## config.mk

```make
export PLATFORM = sky130hd
export DESIGN_NAME = auth_cmd_tx
export DESIGN_NICKNAME = d
export VERILOG_FILES = /design/src/rtl/auth_cmd_tx.sv
export SDC_FILE = /design/constraint.sdc
export NUM_CORES = 1
export LEC_CHECK = 0
export BUFFER_PORTS_ARGS = -buffer_cell sky130_fd_sc_hd__buf_4
export CAP_MARGIN = 20
export CORE_AREA = 2 2 58 60
export DETAILED_ROUTE_END_ITERATION = 10
export DIE_AREA = 0 0 60 62
export PLACE_DENSITY = 0.75
export SLEW_MARGIN = 20
export SYNTH_ARGS = -nofsm -noshare
export SYNTH_HDL_FRONTEND = slang
export SYNTH_SLANG_ARGS = --single-unit
```

## constraint.sdc

```tcl
create_clock -name clk -period 2.7 [get_ports clk]
set_clock_uncertainty 0.05 [all_clocks]
set_input_delay 0.54 -clock clk [delete_from_list [all_inputs] [get_ports clk]]
set_output_delay 0.54 -clock clk [all_outputs]
set_load 0.02 [all_outputs]
```

## src/rtl/auth_cmd_tx.sv

```systemverilog
// rtl/auth_cmd_tx.sv - 8N1 UART transmitter for go/stop authentication command bytes
module auth_cmd_tx #(
    parameter int          BAUD_DIV = 2604,
    parameter logic [7:0]  G_CMD    = 8'h47,
    parameter logic [7:0]  S_CMD    = 8'h53
) (
    input  logic       clk,
    input  logic       rst,
    input  logic       go_req,
    input  logic       stop_req,
    output logic       TX,
    output logic       tx_busy,
    output logic       cmd_done,
    output logic [7:0] last_cmd,
    output logic       pend_valid
);

    localparam int              CW        = $clog2(BAUD_DIV);
    localparam logic [CW-1:0]   BAUD_LAST = CW'(BAUD_DIV - 1);

    typedef enum logic [1:0] {
        IDLE  = 2'd0,
        START = 2'd1,
        DATA  = 2'd2,
        STOP  = 2'd3
    } state_t;

    state_t        state;
    state_t        state_nxt;
    logic [CW-1:0] baud_cnt;
    logic [2:0]    bit_cnt;
    logic [7:0]    shreg;
    logic [7:0]    cur_byte;
    logic [7:0]    pend_byte;

    logic          req;
    logic [7:0]    req_byte;
    logic          bit_end;
    logic          load;
    logic [7:0]    load_byte;

    // Request decode: stop wins when both arrive together; bit boundary strobe
    always_comb begin
        req      = go_req | stop_req;
        req_byte = stop_req ? S_CMD : G_CMD;
        bit_end  = (baud_cnt == BAUD_LAST);
    end

    // Next-state, frame-load decision and line outputs
    always_comb begin
        state_nxt = state;
        load      = 1'b0;
        load_byte = req_byte;
        case (state)
            IDLE: begin
                if (req) begin
                    load      = 1'b1;
                    load_byte = req_byte;
                    state_nxt = START;
                end else if (pend_valid) begin
                    load      = 1'b1;
                    load_byte = pend_byte;
                    state_nxt = START;
                end
            end
            START: begin
                if (bit_end) state_nxt = DATA;
            end
            DATA: begin
                if (bit_end && (bit_cnt == 3'd7)) state_nxt = STOP;
            end
            STOP: begin
                if (bit_end) state_nxt = IDLE;
            end
            default: state_nxt = IDLE;
        endcase

        // Decoded straight from state so reset forces the line high without a clock
        TX       = (state != START) && ((state != DATA) || shreg[0]);
        tx_busy  = (state != IDLE);
        cmd_done = (state == STOP) && bit_end;
    end

    // State register
    always_ff @(posedge clk or posedge rst) begin
        if (rst) begin
            state <= IDLE;
        end else begin
            state <= state_nxt;
        end
    end

    // Baud and bit counters; both parked at zero outside their active phases
    always_ff @(posedge clk or posedge rst) begin
        if (rst) begin
            baud_cnt <= '0;
            bit_cnt  <= 3'd0;
        end else begin
            if (state == IDLE || bit_end) begin
                baud_cnt <= '0;
            end else begin
                baud_cnt <= baud_cnt + 1'b1;
            end

            if (state != DATA) begin
                bit_cnt <= 3'd0;
            end else if (bit_end) begin
                bit_cnt <= bit_cnt + 3'd1;
            end
        end
    end

    // Shift register: loaded at frame start, shifted right at each data bit boundary
    always_ff @(posedge clk or posedge rst) begin
        if (rst) begin
            shreg    <= 8'h00;
            cur_byte <= 8'h00;
        end else if (load) begin
            shreg    <= load_byte;
            cur_byte <= load_byte;
        end else if (state == DATA && bit_end) begin
            shreg    <= shreg >> 1;
        end
    end

    // Pending slot: latest request wins while busy; consumed whenever a frame starts
    always_ff @(posedge clk or posedge rst) begin
        if (rst) begin
            pend_valid <= 1'b0;
            pend_byte  <= 8'h00;
        end else if (state == IDLE) begin
            if (load) pend_valid <= 1'b0;
        end else if (req) begin
            pend_valid <= 1'b1;
            pend_byte  <= req_byte;
        end
    end

    // Record the byte of each frame that completes its stop bit
    always_ff @(posedge clk or posedge rst) begin
        if (rst) begin
            last_cmd <= 8'h00;
        end else if (cmd_done) begin
            last_cmd <= cur_byte;
        end
    end

endmodule
```

==> results of run 1 <==
## power by group
part,switching (µW),internal [µW]
registers,91.7,634
clock network,157,126
logic,315,221
total,564,982
## path summary, 6_finish.rpt
kind	end	slack (ps)	start	cells past startpoint
worst max-delay path	cmd_done	230	baud_cnt[0]$_DFF_PP0_	5
worst min register to register	cur_byte[1]$_DFFE_PP0P_	440	cur_byte[1]$_DFFE_PP0P_	2
max in group asynchronous	shreg[0]$_DFFE_PP0P_	2050	rst	3
min in group clk	pend_byte[2]$_DFFE_PP0P_	370	stop_req	2
worst min-delay path	baud_cnt[0]$_DFF_PP0_	240	rst	3
worst max register to register	shreg[0]$_DFFE_PP0P_	820	state[0]$_DFFE_PP0P_	6
## state kept, by name, summed over array words and instances, names as in the netlist
register    count
cur_byte        3
pend_byte       3
baud_cnt       12
state           2
shreg           7
last_cmd        3
bit_cnt         3
pend_valid      1
## routing by layer
layer	part of all wire [%]	track usage [%]	wire [µm]	vias to the layer above
met2	49	31.21	1368	21
met5	0	0	0	-
li1	-	-	-	558
met1	46	22.07	1265	540
met4	1.2	5.714	34	0
met3	3.5	6.211	97	5
## worst max-delay path: stages (launching register included)
cell and delay (ps):
sky130_fd_sc_hd__dfrtp_1 420, sky130_fd_sc_hd__ha_1 240, sky130_fd_sc_hd__and4b_1 290, sky130_fd_sc_hd__and3_4 260, sky130_fd_sc_hd__and2_4 190, sky130_fd_sc_hd__buf_4 140
## cell type report
type                            instances  share of cell area [%]
Tap cell                               46                   3.112
Sequential cell                        34                   46.01
Timing Repair Buffer                   13                   5.277
Clock inverter                          1                  0.2706
Clock buffer                            7                   2.977
Inverter                                8                   1.624
Multi-Input combinational cell        109                   40.73
## cells in the final DEF (no fill, tap or decap), drive strengths merged, types with 6 or more instances in the layout
cell,Yosys,routed
a21oi,9,9
nand3,6,6
dfrtp,34,34
mux2i,6,6
inv,8,8
clkbuf,2,7
xor2,8,8
buf,8,13
nand2,11,11
ha,8,8
nor2,18,18
## cell families (layout without fill, tap and decap cells)
logic type | Yosys count | in the layout | synth area share (%)
AND/OR/NAND/NOR | 58 | 58 | 18.34
flip-flops | 34 | 34 | 50.07
AO/OA/AOI/OAI | 20 | 20 | 7.437
buffers and inverters | 18 | 29 | 6.038
XOR/XNOR | 10 | 10 | 5.155
multiplexers | 10 | 10 | 6.848
adder cells (fa/ha/maj) | 8 | 8 | 5.891
other | 1 | 3 | 0.2207
## metrics by stage
stage	worst slack, ps	area [µm²]	utilization, %	power (µW)	cells
floorplan	679.3	1707	-	1127	161
global placement	678.8	1789	56.28	1251	210
detailed placement	608.2	1789	56.28	1275	210
CTS	207.7	1849	58.17	1569	218
global route	114.1	1849	58.17	1676	218
finish	229.1	1849	58.17	1546	218
==> results.md, run 1 <==
- The slew at the pin closest to its max-slew limit is 497.9 ps.
- The most instantiated library cell after synthesis is sky130_fd_sc_hd__dfrtp_1.
- The worst path uses between 90% and 100% of the clock period.
- Dividing total power by cell area gives a power density of between 800 and 900 nW/µm².
- The worst voltage drop across the vdd grid is between 0.4 and 0.5 mV.
- The longest clock path from root to sink contains 2 buffers.
- Buffers added to address setup during post-CTS repair amount to 0.
- Across the whole layout, storage elements account for 850.8 µm².
- The number of inserted filler cells in the final layout is around 280.
- In this run the remaining antenna-violating nets after routing total 0.
- The number of gates given a new drive strength after cts is 0.
- The clock insertion delay at the later pin of the skew report is roughly 330 ps.
- The most used flip-flop cell after synthesis is sky130_fd_sc_hd__dfrtp_1.
- The number of vias per cell after detailed routing is just over 5.
- The largest total area in the synthesized netlist belongs to sky130_fd_sc_hd__dfrtp_1.
- The congestion estimate from routability-driven global placement came to ~0.82.
- Of all flip-flops after synthesis, the portion carrying an async set or reset was between 90% and 100%.
- The routed layout has about 1,100 vias.
- In the synthesized netlist, the number of instances is roughly 160.
- The worst setup path is launched from a flip-flop.
- The signal arrival time at the worst endpoint is roughly 1900 ps.
- In this run the clock root is driven by a sky130_fd_sc_hd__clkbuf_4.
- The static leakage power is between 0.0009 and 0.001 µW.
- The number of remaining DRC errors is 0.
- The total number of yosys warnings is 0.
- For this block, the routed nets add up to 2.765 mm of wire.
- The die width is approximately 60 µm.
- The per-cell routed wire length is 12.68 µm.
- The data required time at the worst endpoint is approximately 2100 ps.
- The path category of the worst min-delay check is input pin to asynchronous set/reset pin.
- The final-layout worst hold slack is ~240 ps.
- The floorplan step defined a core boundary enclosing 3179 µm².
- The number of primary I/O pins is 16.
- In the final design database the tool counted between 150 and 200 nets.
- The initial antenna violation count is 0.
- Yosys mapped a number of flops with a built-in enable equal to 0.
- CTS built an H-tree with a depth of 2.
- Setup repair after global routing left no endpoint under its margin.
- The initial standard-cell utilization of the core is ~53%.
- The path type of the worst setup path is flip-flop to output pin.
- The largest driver fanout on the critical path is 7.
- The first global-routing pass estimated just under 5 mm of wire.
- The clock period could shrink to between 2000 and 2500 ps.
- The flow ran to the end, and the final reports show no timing, DRC or antenna violations.
- The number of antenna diodes is 0.
- The synthesized design contains 34 register bits.
- The fraction of post-synthesis cell area in the top cell type by area is 50.07%.
- After synthesis the cells add up to ~1700 µm².
- The share of layout cells above drive strength 1 is ~17%.
- The HPWL after detailed placement is ~2.0 mm.
- The area of the multi-input gates is approximately 750 µm².
- Setup violations remaining at the end of the flow were counted as 0.
- The largest net degree at the start of global routing is 35.
- By area the synthesized netlist is led by sky130_fd_sc_hd__dfrtp_1 (50%), sky130_fd_sc_hd__ha_1 (5.9%), sky130_fd_sc_hd__xor2_1 (4.1%), sky130_fd_sc_hd__nor2_1 (4.0%), sky130_fd_sc_hd__mux2i_1 (3.5%).
- Static timing analysis puts the maximum clock frequency at 0.4047 GHz.
- In the synthesized netlist, the cells that appear most often are sky130_fd_sc_hd__dfrtp_1 (34), sky130_fd_sc_hd__nor2_1 (18), sky130_fd_sc_hd__nand2_1 (11).
- The area added between synthesis and finish is 8.836%.
- The overall track demand over capacity in global routing is a little under a fifth.
- The synthesized area per cell is roughly 11 µm².
- The CTS tree is yes.
- The number of global-route vias before repair was roughly 1,100.
- Setup total negative slack on the finished layout was measured at 0 ps.
- The first-iteration detailed-routing DRC count is 32.
- After synthesis, the netlist uses 40 different library cells.
- The number of detailed-route iterations in the first pass is 4.
- The worst-case headroom to the max-slew limit is 66.53%.
- The floorplan has 21 rows.
- The residual overflow from global routing is 0.
- The final hold violation count is 0.
- The number of max-capacitance violations reported is 0.
- Sequential elements use 50.07% of the synthesized area.
- The number of input and output port buffers inserted is 12.
- The max-slew violation count is 0.
- From bottom edge to top edge, the die measures a little over 60 µm.
- The die covers 3720 µm².
- The number of clock buffers inserted by TritonCTS is 5.
- The quantity of hold-fixing buffers added after cts is 0.
- After clock tree synthesis, the clock-pin slew on the worst setup and hold paths is 100 ps.
- The endpoint class of the critical path is an output pin.
- The clock net sink count is 34.
(Power assumes the default switching activity.)
==> inputs of run 2 (changes only) <==
--- a/config.mk
+++ b/config.mk
@@ -7,10 +7,11 @@
 export LEC_CHECK = 0
 export BUFFER_PORTS_ARGS = -buffer_cell sky130_fd_sc_hd__buf_4
 export CAP_MARGIN = 20
-export CORE_AREA = 2 2 58 60
+export CORE_AREA = 2 2 57 59
+export CTS_BUF_LIST = sky130_fd_sc_hd__clkbuf_4 sky130_fd_sc_hd__clkbuf_8
 export DETAILED_ROUTE_END_ITERATION = 10
-export DIE_AREA = 0 0 60 62
-export PLACE_DENSITY = 0.75
+export DIE_AREA = 0 0 59 61
+export PLACE_DENSITY = 0.77
 export SLEW_MARGIN = 20
 export SYNTH_ARGS = -nofsm -noshare
 export SYNTH_HDL_FRONTEND = slang
==> run 2 against run 1 <==
Clock power increased by 34%. Sequential cell count is the same. Combinational power up 0.7%. Core utilization increased by 4.7 points. Via count grew 0.71%. Cell count is 6.0% lower. Total power rose by 6.6%. First-iteration DRC count grew 13%. Global-route usage grew 1.2 points. Sequential share of layout area shrank 0.16 points. Wire length up 3.4%. Sequential power grew 0.6%. Critical endpoint unchanged. Largest cell class unchanged.
==> results.md, run 2 (synthesis gave the netlist of run 1 again) <==
- The flow ran to the end, and the final reports show no timing, DRC or antenna violations.
- The first-iteration detailed-routing DRC count is 36.
- In the final layout, the registers with the most flip-flops are baud_cnt x12, shreg x7.
- In this run the count of I/O pins placed on the die edge is 16.
- For this design, the CTS-stage hold fixing added 0 buffers.
- The initial antenna violation count came to 0.
- The HPWL after detailed placement is ~2.1 mm.
- The area of all placed cells without fillers is 1856 µm².
- For the worst-skew pair, the clock arrives at the later sink with an insertion delay of between 300 and 400 ps.
- The register with the most flip-flops in the layout has 12 of them.
- The first detailed-routing pass ran for 4 iterations.
- The share of layout cells above drive strength 1 is 17.44%.
- The path type of the worst setup path is flip-flop to output pin.
- Counting every sink on the clock net gives 34.
- The clock slew at the register clock pins of the worst setup and hold paths is roughly 90 ps.
- Counting along the longest clock path gives a buffer depth of 2.
- The number of remaining DRC errors is 0.
- The number of antenna diodes is 0.
- From left edge to right edge, the die measures 59 µm.
- The highest attainable clock frequency is between 0.4 and 0.5 GHz.
- The largest driver fanout on the critical path is 7.
- The die height is a little over 60 µm.
- The routed design could run at a clock period as short as about 2400 ps.
- The most common cell after layout, fill and taps aside is sky130_fd_sc_hd__dfrtp_1.
- The largest net degree at the start of global routing is 35.
- The total routed wirelength is about 2.9 mm.
- The root buffer cell chosen for the clock tree is sky130_fd_sc_hd__clkbuf_4.
- In the final routed layout, each cell accounts on average for approximately 14 µm.
- The met1 layer wirelength in the final routing is roughly 1.4 mm.
- The wire length on met3 is between 100 and 150 µm.
- baud_cnt holds more flip-flops than any other register.
- The region available for standard cell placement spans around 3000 µm².
- Global routing finished with a remaining overflow of 0.
- The path class of the tightest hold or removal check is input pin to asynchronous set/reset pin.
- The count of buffers added on input and output ports is 12.
- The signal arrival time at the worst endpoint is 1840 ps.
- Across the VDD grid, the largest voltage drop is 0.5327 mV.
- Setup violations remaining at the end of the flow were counted as 0.
- The kind of start point of the critical path is a flip-flop.
- The first-pass GRT wire length is 5.092 mm.
- Routability-driven placement finished with a final weighted congestion of 0.8459.
- The full die area is 3599 µm².
- The number of vias per cell after detailed routing is about 5.5.
- The detailed router used layers up to and including met4.
- For this design the static power due to leakage is slightly above 0.0009 µW.
- The H-tree generated during clock tree synthesis spans 2 levels.
- The initialized floorplan defines 20 standard-cell rows.
- The number of max-capacitance violations reported is 0.
- TritonCTS built the clock tree.
- The number of global-route vias before repair came to 1,145.
- Buffers added to address setup during post-CTS repair amount to 0.
- The total vias in the final route is roughly 1,100.
- The wire length on met2 is around 1.3 mm.
- The final cycle utilization of the critical path is 90.05%.
- For this run, the total global-route usage over all layers was measured as between 10% and 20%.
- Data on the critical path is required at its endpoint by 2110 ps.
- The count of nets left with antenna violations once routing finished came out at 0.
- The setup slack at placement is around 650 ps.
- The number of gates resized after CTS was 0.
- Setup repair after global routing left no endpoint under its margin.
- The ratio of total power to cell area is slightly below 900 nW/µm².
- The max-slew violation count is 0.
- In the final timing run, aggregate negative setup slack is 0 ps.
- The instance area after placement is between 1500 and 2000 µm².
- The initial standard-cell utilization of the core is 57.54%.
- The number of nets in the final layout is roughly 180.
- In the layout the commonest cells are sky130_fd_sc_hd__dfrtp_1 (34), sky130_fd_sc_hd__nor2_1 (18), sky130_fd_sc_hd__buf_4 (13).
- The final hold violation count is 0.
- The least setup slack across all paths after layout is 268.7 ps.
- From synthesis to final layout, the design area changed by 9.205%.
- The endpoint class of the critical path is an output pin.
- The number of clock buffers inserted by TritonCTS is 5.
## run 2: final timing paths
check                                           end  cells after the start                startpoint  slack, ps
setup / recovery                           cmd_done                      5     baud_cnt[0]$_DFF_PP0_        270
hold / removal               pend_valid$_DFFE_PP0P_                      3                       rst        220
setup reg to reg               state[1]$_DFFE_PP0P_                      6      state[0]$_DFFE_PP0P_        840
hold reg to reg            pend_byte[1]$_DFFE_PP0P_                      1  pend_byte[1]$_DFFE_PP0P_        430
max in group asynchronous   last_cmd[4]$_DFFE_PP0P_                      3                       rst       2070
min in group clk           pend_byte[2]$_DFFE_PP0P_                      2                  stop_req        350
## run 2: metrics by stage
| stage | utilization [%] | cells | power (µW) | hold WS (ps) |
|---|---|---|---|---|
| 6_report | 62.84 | 205 | 1647 | 222.3 |
| 5_1_grt | 62.84 | 205 | 1763 | 243.3 |
| 4_1_cts | 62.84 | 205 | 1662 | 235.6 |
| 3_5_place_dp | 60.04 | 197 | 1284 | 412.0 |
| 3_3_place_gp | 60.04 | 197 | 1251 | 410.0 |
| 2_1_floorplan | - | 161 | 1127 | 393.3 |
## run 2: power breakdown
group | switching [µW] | total [µW] | internal, µW
Combinational | 320 | 540 | 220
Clock | 172 | 378 | 205
Sequential | 96.0 | 730 | 634
Total | 588 | 1650 | 1060
## run 2: area by class of cell
| cell class | instances | area (µm²) |
|---|---|---|
| Fill cell | 245 | 1097 |
| Sequential cell | 34 | 850.8 |
| Multi-Input combinational cell | 109 | 753.2 |
| Timing Repair Buffer | 13 | 97.59 |
| Clock buffer | 6 | 45.04 |
| Tap cell | 33 | 41.29 |
| Clock inverter | 2 | 37.54 |
| Inverter | 8 | 30.03 |
## run 2: critical path: stages (launching register included)
cell and delay, ps:
sky130_fd_sc_hd__dfrtp_1 400, sky130_fd_sc_hd__ha_1 220, sky130_fd_sc_hd__and4b_1 280, sky130_fd_sc_hd__and3_4 270
sky130_fd_sc_hd__and2_4 190, sky130_fd_sc_hd__buf_4 140
## run 2: metal layers
metal | track usage [%] | vias to the layer above
met5 | 0 | -
met4 | 8.766 | 0
met3 | 6.397 | 5
met2 | 31.43 | 15
met1 | 23.95 | 555
li1 | - | 557
